`config.mk`:
```
export PLATFORM = sky130hd
export DESIGN_NAME = i2s_slave
export DESIGN_NICKNAME = d
export VERILOG_FILES = /design/src/rtl/i2s_slave.sv
export SDC_FILE = /design/constraint.sdc
export NUM_CORES = 1
export LEC_CHECK = 0
export ABC_CLOCK_PERIOD_IN_PS = 2600
export CAP_MARGIN = 5
export CORE_MARGIN = 1.5
export CORE_UTILIZATION = 35
export CTS_CLUSTER_DIAMETER = 200
export DETAILED_ROUTE_END_ITERATION = 10
export SLEW_MARGIN = 20
export SYNTH_ARGS = -nofsm -noshare
export SYNTH_HDL_FRONTEND = slang
export SYNTH_SLANG_ARGS = --single-unit
```
`constraint.sdc`:
```
create_clock -name CLK -period 2.6 [get_ports CLK]
set_clock_uncertainty 0.05 [all_clocks]
set_input_delay 0.52 -clock CLK [delete_from_list [all_inputs] [get_ports CLK]]
set_output_delay 0.52 -clock CLK [all_outputs]
set_load 0.01 [all_outputs]
```
`src/rtl/i2s_slave.sv`:
```
// Stereo I2S slave transceiver.
// The external master owns the bit clock (i2s_sclk) and word select
// (i2s_lrclk). This block oversamples both on CLK. It deserialises the ADC
// stream into OUT_L/OUT_R and serialises IN_L/IN_R onto the DAC stream.
// i2s_sampled is a one-CLK strobe at every frame start (lrclk 1->0). The
// surrounding audio datapath uses it as its sample-rate enable.
//
// Timing assumptions: sclk high and low times are each at least 3 CLK, so a
// synchronised rise and fall can never land in the same CLK cycle. lrclk and
// dout change after the sclk falling edge, so they are stable when the
// synchronised rise is seen.
//
// Bit counter: r_bcnt counts sclk rises since the last lrclk transition.
// - The rise that first sees a new lrclk level loads 0.
// - Rises 1..WIDTH carry the word MSB first (the standard one-bit I2S delay).
// - The counter saturates at 63.
module i2s_slave #(
  parameter int WIDTH = 16
) (
  input  logic             CLK,
  input  logic             RESET,
  input  logic [WIDTH-1:0] IN_L,
  input  logic [WIDTH-1:0] IN_R,
  input  logic             i2s_sclk,
  input  logic             i2s_lrclk,
  input  logic             i2s_dout,
  output logic [WIDTH-1:0] OUT_L,
  output logic [WIDTH-1:0] OUT_R,
  output logic             i2s_din,
  output logic             i2s_sampled
);

  localparam logic [5:0] BCNT_MAX  = 6'd63;
  localparam logic [5:0] BCNT_WORD = 6'(WIDTH);
  localparam logic [WIDTH-1:0] MSB_MASK = {1'b1, {(WIDTH-1){1'b0}}};

  // Synchroniser and edge-detect registers
  logic             r_sclk_s1;
  logic             r_sclk_s2;
  logic             r_sclk_d;
  logic             r_lr_s1;
  logic             r_lr_s2;
  logic             r_dout_s1;
  logic             r_dout_s2;

  // Framing state
  logic [5:0]       r_bcnt;
  logic             r_lr_prev;

  // Receive path. The shift register keeps only WIDTH-1 bits: the bit
  // sampled on the final rise is appended combinationally when the word
  // is copied to its hold register.
  logic [WIDTH-2:0] r_rx_sr;
  logic [WIDTH-1:0] r_hold_l;
  logic [WIDTH-1:0] r_hold_r;

  // Frame-rate outputs and transmit words
  logic [WIDTH-1:0] r_out_l;
  logic [WIDTH-1:0] r_out_r;
  logic [WIDTH-1:0] r_tx_l;
  logic [WIDTH-1:0] r_tx_r;
  logic             r_sampled;
  logic             r_din;

  // Combinational decode
  logic             w_rise;
  logic             w_fall;
  logic             w_lr_edge;
  logic             w_frame_start;
  logic [5:0]       w_bcnt_next;
  logic             w_rx_bit;
  logic             w_rx_last;
  logic [WIDTH-1:0] w_rx_word;
  logic [WIDTH-1:0] w_tx_word;
  logic             w_tx_bit;

  assign w_rise    = r_sclk_s2 & ~r_sclk_d;
  assign w_fall    = ~r_sclk_s2 & r_sclk_d;
  assign w_lr_edge = r_lr_s2 ^ r_lr_prev;

  // Frame start: the rise that first observes lrclk back at 0 after a right
  // channel.
  assign w_frame_start = w_rise & ~r_lr_s2 & r_lr_prev;

  // Count value that this rise will load. Receive decisions use it, so the
  // rise that samples bit k is the one that loads k.
  assign w_bcnt_next = w_lr_edge              ? 6'd0 :
                       (r_bcnt == BCNT_MAX)   ? BCNT_MAX :
                                                r_bcnt + 6'd1;

  assign w_rx_bit  = (w_bcnt_next != 6'd0) && (w_bcnt_next <= BCNT_WORD);
  assign w_rx_last = (w_bcnt_next == BCNT_WORD);
  assign w_rx_word = {r_rx_sr, r_dout_s2};

  // Transmit bit for the current count.
  // - lr_prev selects the channel being clocked out.
  // - Shifting left by bcnt moves bit WIDTH-1-bcnt into the MSB position.
  // - For bcnt >= WIDTH the shift empties the word, so a 0 is sent.
  assign w_tx_word = r_lr_prev ? r_tx_r : r_tx_l;
  assign w_tx_bit  = |((w_tx_word << r_bcnt) & MSB_MASK);

  // Two-flop synchronisers for all master-driven inputs, plus a third sclk
  // stage for edge detection
  always_ff @(posedge CLK) begin
    if (RESET) begin
      r_sclk_s1 <= 1'b0;
      r_sclk_s2 <= 1'b0;
      r_sclk_d  <= 1'b0;
      r_lr_s1   <= 1'b0;
      r_lr_s2   <= 1'b0;
      r_dout_s1 <= 1'b0;
      r_dout_s2 <= 1'b0;
    end else begin
      r_sclk_s1 <= i2s_sclk;
      r_sclk_s2 <= r_sclk_s1;
      r_sclk_d  <= r_sclk_s2;
      r_lr_s1   <= i2s_lrclk;
      r_lr_s2   <= r_lr_s1;
      r_dout_s1 <= i2s_dout;
      r_dout_s2 <= r_dout_s1;
    end
  end

  // Bit counter and previous word-select, advanced on every sclk rise
  always_ff @(posedge CLK) begin
    if (RESET) begin
      r_bcnt    <= 6'd0;
      r_lr_prev <= 1'b0;
    end else if (w_rise) begin
      r_bcnt    <= w_bcnt_next;
      r_lr_prev <= r_lr_s2;
    end
  end

  // Receive shift register; a completed word lands in its channel's hold
  // register. Short channels never reach the last bit, so hold is untouched.
  always_ff @(posedge CLK) begin
    if (RESET) begin
      r_rx_sr  <= '0;
      r_hold_l <= '0;
      r_hold_r <= '0;
    end else if (w_rise && w_rx_bit) begin
      r_rx_sr <= w_rx_word[WIDTH-2:0];
      if (w_rx_last) begin
        if (r_lr_s2) begin
          r_hold_r <= w_rx_word;
        end else begin
          r_hold_l <= w_rx_word;
        end
      end
    end
  end

  // Frame-start exchange.
  // - Publish the received pair and latch the next pair to send.
  // - Strobe the datapath for one CLK.
  // - The tx latch lands before the next fall, so the new MSB goes out first.
  always_ff @(posedge CLK) begin
    if (RESET) begin
      r_out_l   <= '0;
      r_out_r   <= '0;
      r_tx_l    <= '0;
      r_tx_r    <= '0;
      r_sampled <= 1'b0;
    end else begin
      r_sampled <= w_frame_start;
      if (w_frame_start) begin
        r_out_l <= r_hold_l;
        r_out_r <= r_hold_r;
        r_tx_l  <= IN_L;
        r_tx_r  <= IN_R;
      end
    end
  end

  // DAC serial output, updated on sclk falls and held between them
  always_ff @(posedge CLK) begin
    if (RESET) begin
      r_din <= 1'b0;
    end else if (w_fall) begin
      r_din <= w_tx_bit;
    end
  end

  assign OUT_L       = r_out_l;
  assign OUT_R       = r_out_r;
  assign i2s_din     = r_din;
  assign i2s_sampled = r_sampled;

endmodule

```
Word level (Yosys, flattened, before mapping)
Index checks and enable logic that the tools add are counted.
Word-level totals
  memory bits (read-only): 0
  latch bits: 0
  word-level logic and storage cells: 39
  memories: 0
  output and inout port bits: 34
  bits in writable memories: 0
  register bits: 127
Operators by class
  equal/unequal tests: 2
  muxes and demuxes: 3
  multipliers: 0
  reduce and logical (&&, ||, !) cells: 5
  divide/modulo/power cells: 0
  $lt $le $gt $ge: 1
  shift operators: 1
  bitwise operators: 8
  add/sub/neg operators: 1
Operators with widths (count)
  16-bit 2-to-1 mux: 1
  16-bit by 6-bit left shift with 16-bit output: 1
  6-bit 2-to-1 mux: 2
  6-bit by 1-bit adder with 6-bit output, second input constant: 1
  6-bit by 5-bit equality test with 1-bit output, second input constant: 1
  6-bit equality test, second input constant: 1
  6-bit by 5-bit less-or-equal comparator with 1-bit output, second input constant: 1
  3-bit AND reduction: 2
  6-bit nonzero test: 1
  1-bit AND: 4
  1-bit NOT: 3
  1-bit logical AND: 2
  1-bit bitwise XOR: 1

Longest topological paths before layout
Gate-level depths: netlist (run 1).
  depth after elaboration: 7
  mapped depth: 9
  mapped depth without buffers: 6

Least setup slack after synthesis (run 1)
No wires, ideal clock.
  path type: register to register
  start: register r_bcnt[0]
  end: register r_rx_sr[3]
  arrival time: 1854 ps
  stages on the path, launching flop included: 10
  data required time: 2428 ps
  path buffers: 3
  slack: 574 ps
  cells stage by stage: dfxtp_1 ha_1 buf_6 and3_4 o22a_1 nor4_1 and3b_1 buf_6 buf_12 mux2i_1
On the way
  word-level cells in the longest chain between the ends: 6
  elaborated cells between the ends (all ways): 8
Ends and longest elaborated chain
  start, declared: line 47  | logic [5:0] r_bcnt;
  start signal, assigned: line 130  | r_bcnt <= w_bcnt_next;
  6-bit by 1-bit adder with 6-bit output or 6-bit equality test (tied branches): line 89, 88
  6-bit 2-to-1 mux (*): line 88  | (r_bcnt == BCNT_MAX) ? BCNT_MAX :
  6-bit 2-to-1 mux (*): line 87  | assign w_bcnt_next = w_lr_edge ? 6'd0 :
  6-bit by 5-bit less-or-equal comparator with 1-bit output or 6-bit nonzero test (tied branches): line 91  | assign w_rx_bit = (w_bcnt_next != 6'd0) && (w_bcnt_next <= BCNT_WORD);
  1-bit logical AND (*): line 91
  1-bit logical AND (*): line 142  | end else if (w_rise && w_rx_bit) begin
  end signal, assigned: line 143  | r_rx_sr <= w_rx_word[WIDTH-2:0];
  end, declared: line 53  | logic [WIDTH-2:0] r_rx_sr;
Mark *: on every way between the ends. The rest lies on a longest branch, timed or not.
A chain may end at the register's enable or synchronous reset.

Final worst setup path (run 1)
  start: register r_bcnt[0]
  end: register r_hold_r[4]
On the way
  word-level cells in the longest chain between the ends: 7
  elaborated cells between the ends (all ways): 10
Ends and longest elaborated chain
  6-bit by 1-bit adder with 6-bit output or 6-bit equality test (tied branches): line 89, 88
  6-bit 2-to-1 mux (*): line 88
  6-bit 2-to-1 mux (*): line 87
  6-bit by 5-bit less-or-equal comparator with 1-bit output or 6-bit nonzero test (tied branches): line 91
  1-bit logical AND: line 91
  1-bit logical AND: line 142
  3-bit AND reduction (no line) (*)
  end signal, assigned: line 146  | r_hold_r <= w_rx_word;
  end, declared: line 55  | logic [WIDTH-1:0] r_hold_r;
Marked as above.

==> qor.txt, run 1 <==
Total track usage -> 15.35%
Worst Slack Setup Final -> 0.4467 ns
Setup-failing EPs final -> 0
Final setup TNS -> 0 ns
N_diodes -> 0
Hold Startpoint -> r_sclk_s1$_SDFF_PP0_
Commonest non-fill, non-tap cells in the layout -> nand2_1, dfxtp_1, a21oi_1, clkdlybuf4s50_1
Tcrit/Tclk final -> 82.82%
DR vias -> 3,841
Largest net degree at the start of global routing -> 99
Max clock buf depth -> 2
Yosys cell types -> 48
Htree depth -> 4
Outcome -> completed
Crit-path cells -> ha_1, and3_4, o22a_1, nor3_2, nand4_4, mux2i_1
RSZ-0062 raised after global routing -> false
Syn. warnings -> 0
CP Max Fanout -> 16
Mapped Area -> 5111 um2
Min-delay worst type -> reg -> reg
Drt via density -> 4.789
Clk Latency, worst-skew pair -> 0.41 ns
Placed cell area -> 5887 um2
Placer Congestion -> 0.8043
Post-synthesis sequential area ratio -> 49.74%
Post-Syn Nets -> 591
Inserted Clock Buffers -> 17
Final net count -> 649
Drt wl/cell -> 13.59 um
Fillcell total -> 1,358
Num ports -> 71
#FFs+latches synth -> 127
Capturing point of the worst reg2reg path -> r_hold_r[4]$_SDFFE_PP0P_
Hold Path Stages -> 1
# Post-CTS Setup Buffers -> 0
Die ar. -> 15,340 um2
Reg2Reg Setup Slack -> 0.45 ns
DRT Pass-1 Iters -> 4
Cell area after layout -> 6475 um2
Worst-Margin Slew -> 0.8596 ns
Final min period -> 2.153 ns
Post-synthesis area per instance -> 9.243 um2
Most used flip-flop cell after synthesis -> dfxtp_1
Post-layout util -> 46.11%
Sequential Area -> 2542 um2
Area growth from synthesis to layout -> 26.68%
Gr ovfl total -> 0
CP top delay family -> simple AND/OR/NAND/NOR gates
Post-synthesis async set-or-reset flop share -> 0%
First DRT Iteration DRCs -> 256
Resized cells post-CTS -> 0
Post-synth EDFFs -> 0
Relative slew slack -> 42.69%
Vias in the first global route -> 3,773
Die Y -> 123.8 um
Worst Path Required -> 2.88 ns
Pwr dens -> 688.7 nW/um2
Global-route wire length before repair -> 17,820 um
CTS root buffer -> clkbuf_16
Initial Utilization -> 36.40%
FF-to-FF path depth -> 6
Hold endpoint -> r_sclk_s2$_SDFF_PP0_
Post-route ant nets -> 0
CTS tree -> done
Fmax -> 0.4644 GHz
Core area -> 14,040 um2
Remaining DRCs -> 0
Initial antenna violation count -> 0
Setup crit end kind -> flip-flop
Chip width -> 123.8 um
Share of cells above drive strength 1 -> 9.164%
Area occupied by multi-input gates -> 2323 um2
Leakage Power -> 0.002395 uW
Delay of the slowest critical-path stage -> 0.39 ns
DPL Wire Length -> 7213 um
Hold Violations, Final -> 0
Buffers plus inverters on the worst setup path -> 0
DP Worst Slack -> 0.4580 ns
Clock Pin Slew Worst Setup and Hold Paths -> 0.05 ns
Total power -> 4460 uW
Syn Inst Count -> 553
Slowest cell on crit path -> nand4_4
Reg-to-reg startpoint -> r_bcnt[0]$_SDFFE_PP0P_
WS Path Type -> reg -> reg
Startpoint types -> flip-flop
Max Cap Violations -> 0
# port buffers -> 70
Number of core rows -> 43
DRT Wirelength -> 10,900 um
CP arrival -> 2.44 ns
Peak VDD IR -> 397.7 uV
Final Max Tran Viols -> 0
Most common cell after layout, fill and taps aside -> nand2_1
Number of buffers inserted by hold repair at cts -> 0
CTS Sinks -> 127
-- report_power, final --
| part | switching [uW] | internal (uW) |
|---|---|---|
| registers | 4.34 | 1950 |
| logic | 58.9 | 78.2 |
| clock network | 799 | 1560 |
| total | 862 | 3600 |
-- area by class of cell --
cell class / count / share of cell area (%)
clock buffers: 23 / 7.382
clock inverters: 7 / 1.700
inverters: 2 / 0.1159
multi-input cells: 381 / 35.88
flip-flops and latches: 127 / 39.27
well taps: 180 / 3.478
repair buffers: 82 / 12.17
-- state kept, by name (all words and copies together) (netlist names), 6 cells and up --
name,flops
r_hold_l,16
r_tx_r,16
r_tx_l,16
r_rx_sr,15
OUT_L,16
r_hold_r,16
r_bcnt,6
OUT_R,16
-- cell usage after synthesis, types with 2 or more instances --
| master | instances | area, um2 |
|---|---|---|
| a21oi_1 | 73 | 365.4 |
| a31oi_1 | 3 | 18.77 |
| and2_1 | 2 | 12.51 |
| and3_4 | 2 | 22.52 |
| buf_1 | 3 | 11.26 |
| buf_2 | 8 | 40.04 |
| buf_4 | 3 | 22.52 |
| buf_6 | 6 | 67.56 |
| clkbuf_1 | 21 | 78.83 |
| dfxtp_1 | 127 | 2542 |
| inv_1 | 2 | 7.510 |
| mux2_2 | 2 | 22.52 |
| mux2i_1 | 51 | 510.5 |
| mux4_2 | 6 | 135.1 |
| nand2_1 | 136 | 510.5 |
| nand2b_1 | 51 | 319.1 |
| nand3_1 | 5 | 25.02 |
| nand4b_1 | 2 | 17.52 |
| nor2_1 | 5 | 18.77 |
| nor2b_1 | 10 | 62.56 |
| nor3_1 | 3 | 15.01 |
| nor3_2 | 2 | 20.02 |
| nor3b_1 | 2 | 15.01 |
| o21ai_0 | 2 | 10.01 |
| o41ai_1 | 2 | 17.52 |
| or3_1 | 2 | 12.51 |
-- how the worst max path moves through the flow --
stage                     slack, ns                   endpoint  cells past startpoint              startpoint
final                          0.45   r_hold_r[4]$_SDFFE_PP0P_                      6  r_bcnt[0]$_SDFFE_PP0P_
after global routing           0.25  r_hold_r[11]$_SDFFE_PP0P_                      6  r_bcnt[1]$_SDFFE_PP0P_
after CTS                      0.43   r_hold_r[1]$_SDFFE_PP0P_                      6  r_bcnt[1]$_SDFFE_PP0P_
after detailed placement       0.46   r_hold_r[4]$_SDFFE_PP0P_                      6  r_bcnt[0]$_SDFFE_PP0P_
after global placement         0.53  r_hold_r[10]$_SDFFE_PP0P_                      6  r_bcnt[0]$_SDFFE_PP0P_
after floorplan                0.57    r_rx_sr[3]$_SDFFE_PP0N_                      9  r_bcnt[0]$_SDFFE_PP0P_
-- worst register-to-register path, cell delays in order (launching register included) --
cell	delay, ns
dfxtp_1	0.31
ha_1	0.29
and3_4	0.22
o22a_1	0.24
nor3_2	0.28
nand4_4	0.39
mux2i_1	0.29
-- per-stage QoR --
stage                     hold WS (ns)  cells
final                           0.3845    802
after CTS                       0.3874    802
after global routing            0.4025    802
after global placement          0.3800    772
after floorplan                 0.3638    553
after detailed placement        0.3751    772
-- metal layers --
metal  GRT usage (%)  vias to the layer above  part of all wire, %
li1                -                     1969                    -
met1           18.51                     1762                   47
met2           24.31                       99                   46
met3           5.723                       11                  5.6
met4           7.040                        0                  1.3
met5               0                        -                    0
-- cells by family after synthesis --
group / Yosys count / share of synthesized area [%]
buf+inv: 45 / 4.945
flops: 127 / 49.74
simple gates: 229 / 21.84
xor+xnor: 1 / 0.3183
fa+ha+maj: 1 / 0.2448
mux: 59 / 13.07
compound gates: 91 / 9.841
Power figures use the tool's default switching activity.
==> run 2: changes to the inputs <==
Settings changed: ABC_CLOCK_PERIOD_IN_PS 2600 to 1800.
Clock period 2.6 ns to 1.8 ns, I/O delays scaled along.
==> run 2 against run 1 <==
Effect of this change: the run now ends with negative setup slack left; first-iteration DRC count decreased by 39%; non-clock buffer count increased by 23; global-route usage about the same; final cell count increased by 3.1%; worst hold slack got worse by 0.12 ns; utilization increased by 2.7 points; clock power increased by 43%; clock-buffer cell count increased by 6; critical endpoint is now r_hold_r[1]$_SDFFE_PP0P_.
==> qor.txt, run 2 (same netlist as run 1, synthesis figures left out) <==
Outcome -> finished, violations left
Failing checks -> negative setup slack
Largest net degree at the start of global routing -> 73
CP arrival -> 2.11 ns
Slowest cell on crit path -> dfxtp_4
DPL Wire Length -> 7397 um
Post-route ant nets -> 0
Number of core rows -> 43
Worst-Margin Slew -> 0.3906 ns
Reg-to-reg startpoint -> r_bcnt[1]$_SDFFE_PP0P_
Most common cell after layout, fill and taps aside -> nand2_1
Initial antenna violation count -> 0
Gr ovfl total -> 0
Max Cap Violations -> 0
Drt via density -> 4.724
Hold Path Stages -> 4
Worst Slack Setup Final -> -0.06387 ns
Global-route wire length before repair -> 18,030 um
Die ar. -> 15,340 um2
Crit. Startpoint -> r_bcnt[1]$_SDFFE_PP0P_
Crit-path cells -> ha_4, and3_4, o22a_1, buf_4, nor3_4, buf_4, nand4_4, buf_12, mux2i_1
Chip width -> 123.8 um
Worst Path Required -> 2.04 ns
Hold Violations, Final -> 0
Relative slew slack -> 73.29%
Area growth from synthesis to layout -> 34.05%
CP Max Fanout -> 16
Remaining DRCs -> 0
Total track usage -> 15.30%
Core area -> 14,040 um2
Final setup TNS -> -1.986 ns
Setup crit end kind -> flip-flop
DRT Pass-1 Iters -> 5
Final net count -> 672
Setup-failing EPs final -> 48
Tcrit/Tclk final -> 103.5%
Htree depth -> 4
Fillcell total -> 1,304
Max clock buf depth -> 2
Drt wl/cell -> 13.20 um
CTS tree -> done
Hold WS -> 0.2644 ns
Delay of the slowest critical-path stage -> 0.36 ns
Fmax -> 0.5365 GHz
Vias in the first global route -> 3,894
RSZ-0062 raised after global routing -> true
Min-delay worst type -> in -> reg
Die Y -> 123.8 um
Num ports -> 71
FF-to-FF path depth -> 9
Crit-path most repeated cell -> buf_4
# port buffers -> 70
Final Max Tran Viols -> 0
Clk Latency, worst-skew pair -> 0.41 ns
Initial Utilization -> 36.40%
Commonest non-fill, non-tap cells in the layout -> nand2_1, dfxtp_1, a21oi_1, clkdlybuf4s50_1, nand2b_1
Pwr dens -> 937.8 nW/um2
Inserted Clock Buffers -> 17
Hold Startpoint -> RESET
Reg2Reg Setup Slack -> -0.06 ns
CTS root buffer -> clkbuf_16
DRT Wirelength -> 10,920 um
WS Path Type -> reg -> reg
CTS Sinks -> 127
Clock Pin Slew Worst Setup and Hold Paths -> 0.05 ns
Share of cells above drive strength 1 -> 14.37%
DR vias -> 3,907
Final min period -> 1.864 ns
Number of buffers inserted by hold repair at cts -> 0
Startpoint types -> flip-flop
Placer Congestion -> 0.8042
N_diodes -> 0
Leakage Power -> 0.002583 uW
Peak VDD IR -> 646.8 uV
First DRT Iteration DRCs -> 155
run 2: cell count changes in the layout (fill, tap and decap cells not counted), sizes merged:
cell / delta
dlymetal6s2s: +1
buf: +22
clkdlybuf4s50: -2
clkbuf: +7
clkinv: -3
dlygate4sd2: +1
bufinv: -2
clkinvlp: +1
run 2: metal layers:
metal,up-vias,part of all wire [%],track usage (%),routed length [um]
met4,0,1.7,6.178,181
li1,2028,-,-,-
met5,-,0,0,0
met2,81,47,25.38,5076
met1,1779,47,18.06,5082
met3,19,5.3,5.357,574
run 2: stage by stage:
step	setup WS (ns)	area (um2)	util, %	total power [uW]	instances
finish	-0.06387	6852	48.79	6426	827
global route	-0.1890	6852	48.79	6636	827
CTS	-0.09989	6794	48.38	6503	824
detailed placement	-0.1276	6138	43.71	3106	790
global placement	-0.05718	6138	43.71	3104	790
floorplan	-0.1398	5135	-	2991	553
run 2: critical path, delay by kind of cell (launching register included):
family	cells	cell delay [ns]
buffers and inverters	3	0.46
DFF	1	0.36
and+or+nand+nor	3	0.35
AOI/OAI and AO/OA	1	0.22
adders and majority gates	1	0.17
muxes	1	0.12
run 2: worst paths after layout:
| path | to |
|---|---|
| worst min register to register | r_dout_s2$_SDFF_PP0_ |
| worst max-delay path | r_hold_r[1]$_SDFFE_PP0P_ |
| worst max register to register | r_hold_r[1]$_SDFFE_PP0P_ |
| worst min-delay path | i2s_din$_SDFFE_PP0P_ |
run 2: area by class of cell:
class	instances	area, um2	share of cell area, %
clock buffers	29	560.5	8.181
clock inverters	3	42.54	0.6209
inverters	2	7.507	0.1096
multi-input cells	381	2370	34.59
well taps	180	225.2	3.287
repair buffers	105	1095	15.98
flip-flops and latches	127	2551	37.24
run 2: repair_timing:
action | 4_1_cts | 5_1_grt
buffers inserted | 1 | 3
gates cloned | 1 | 0
pin swaps | 4 | 5
resized for setup | 8 | 12
setup endpoints to repair | 49 | 49
run 2: power by group:
group | total (uW) | internal, uW | switching [uW] | leakage, uW
sequential | 2830 | 2820 | 4.99 | 0.00103
combinational | 227 | 135 | 92.4 | 0.00126
clock | 3370 | 2230 | 1140 | 0.000296
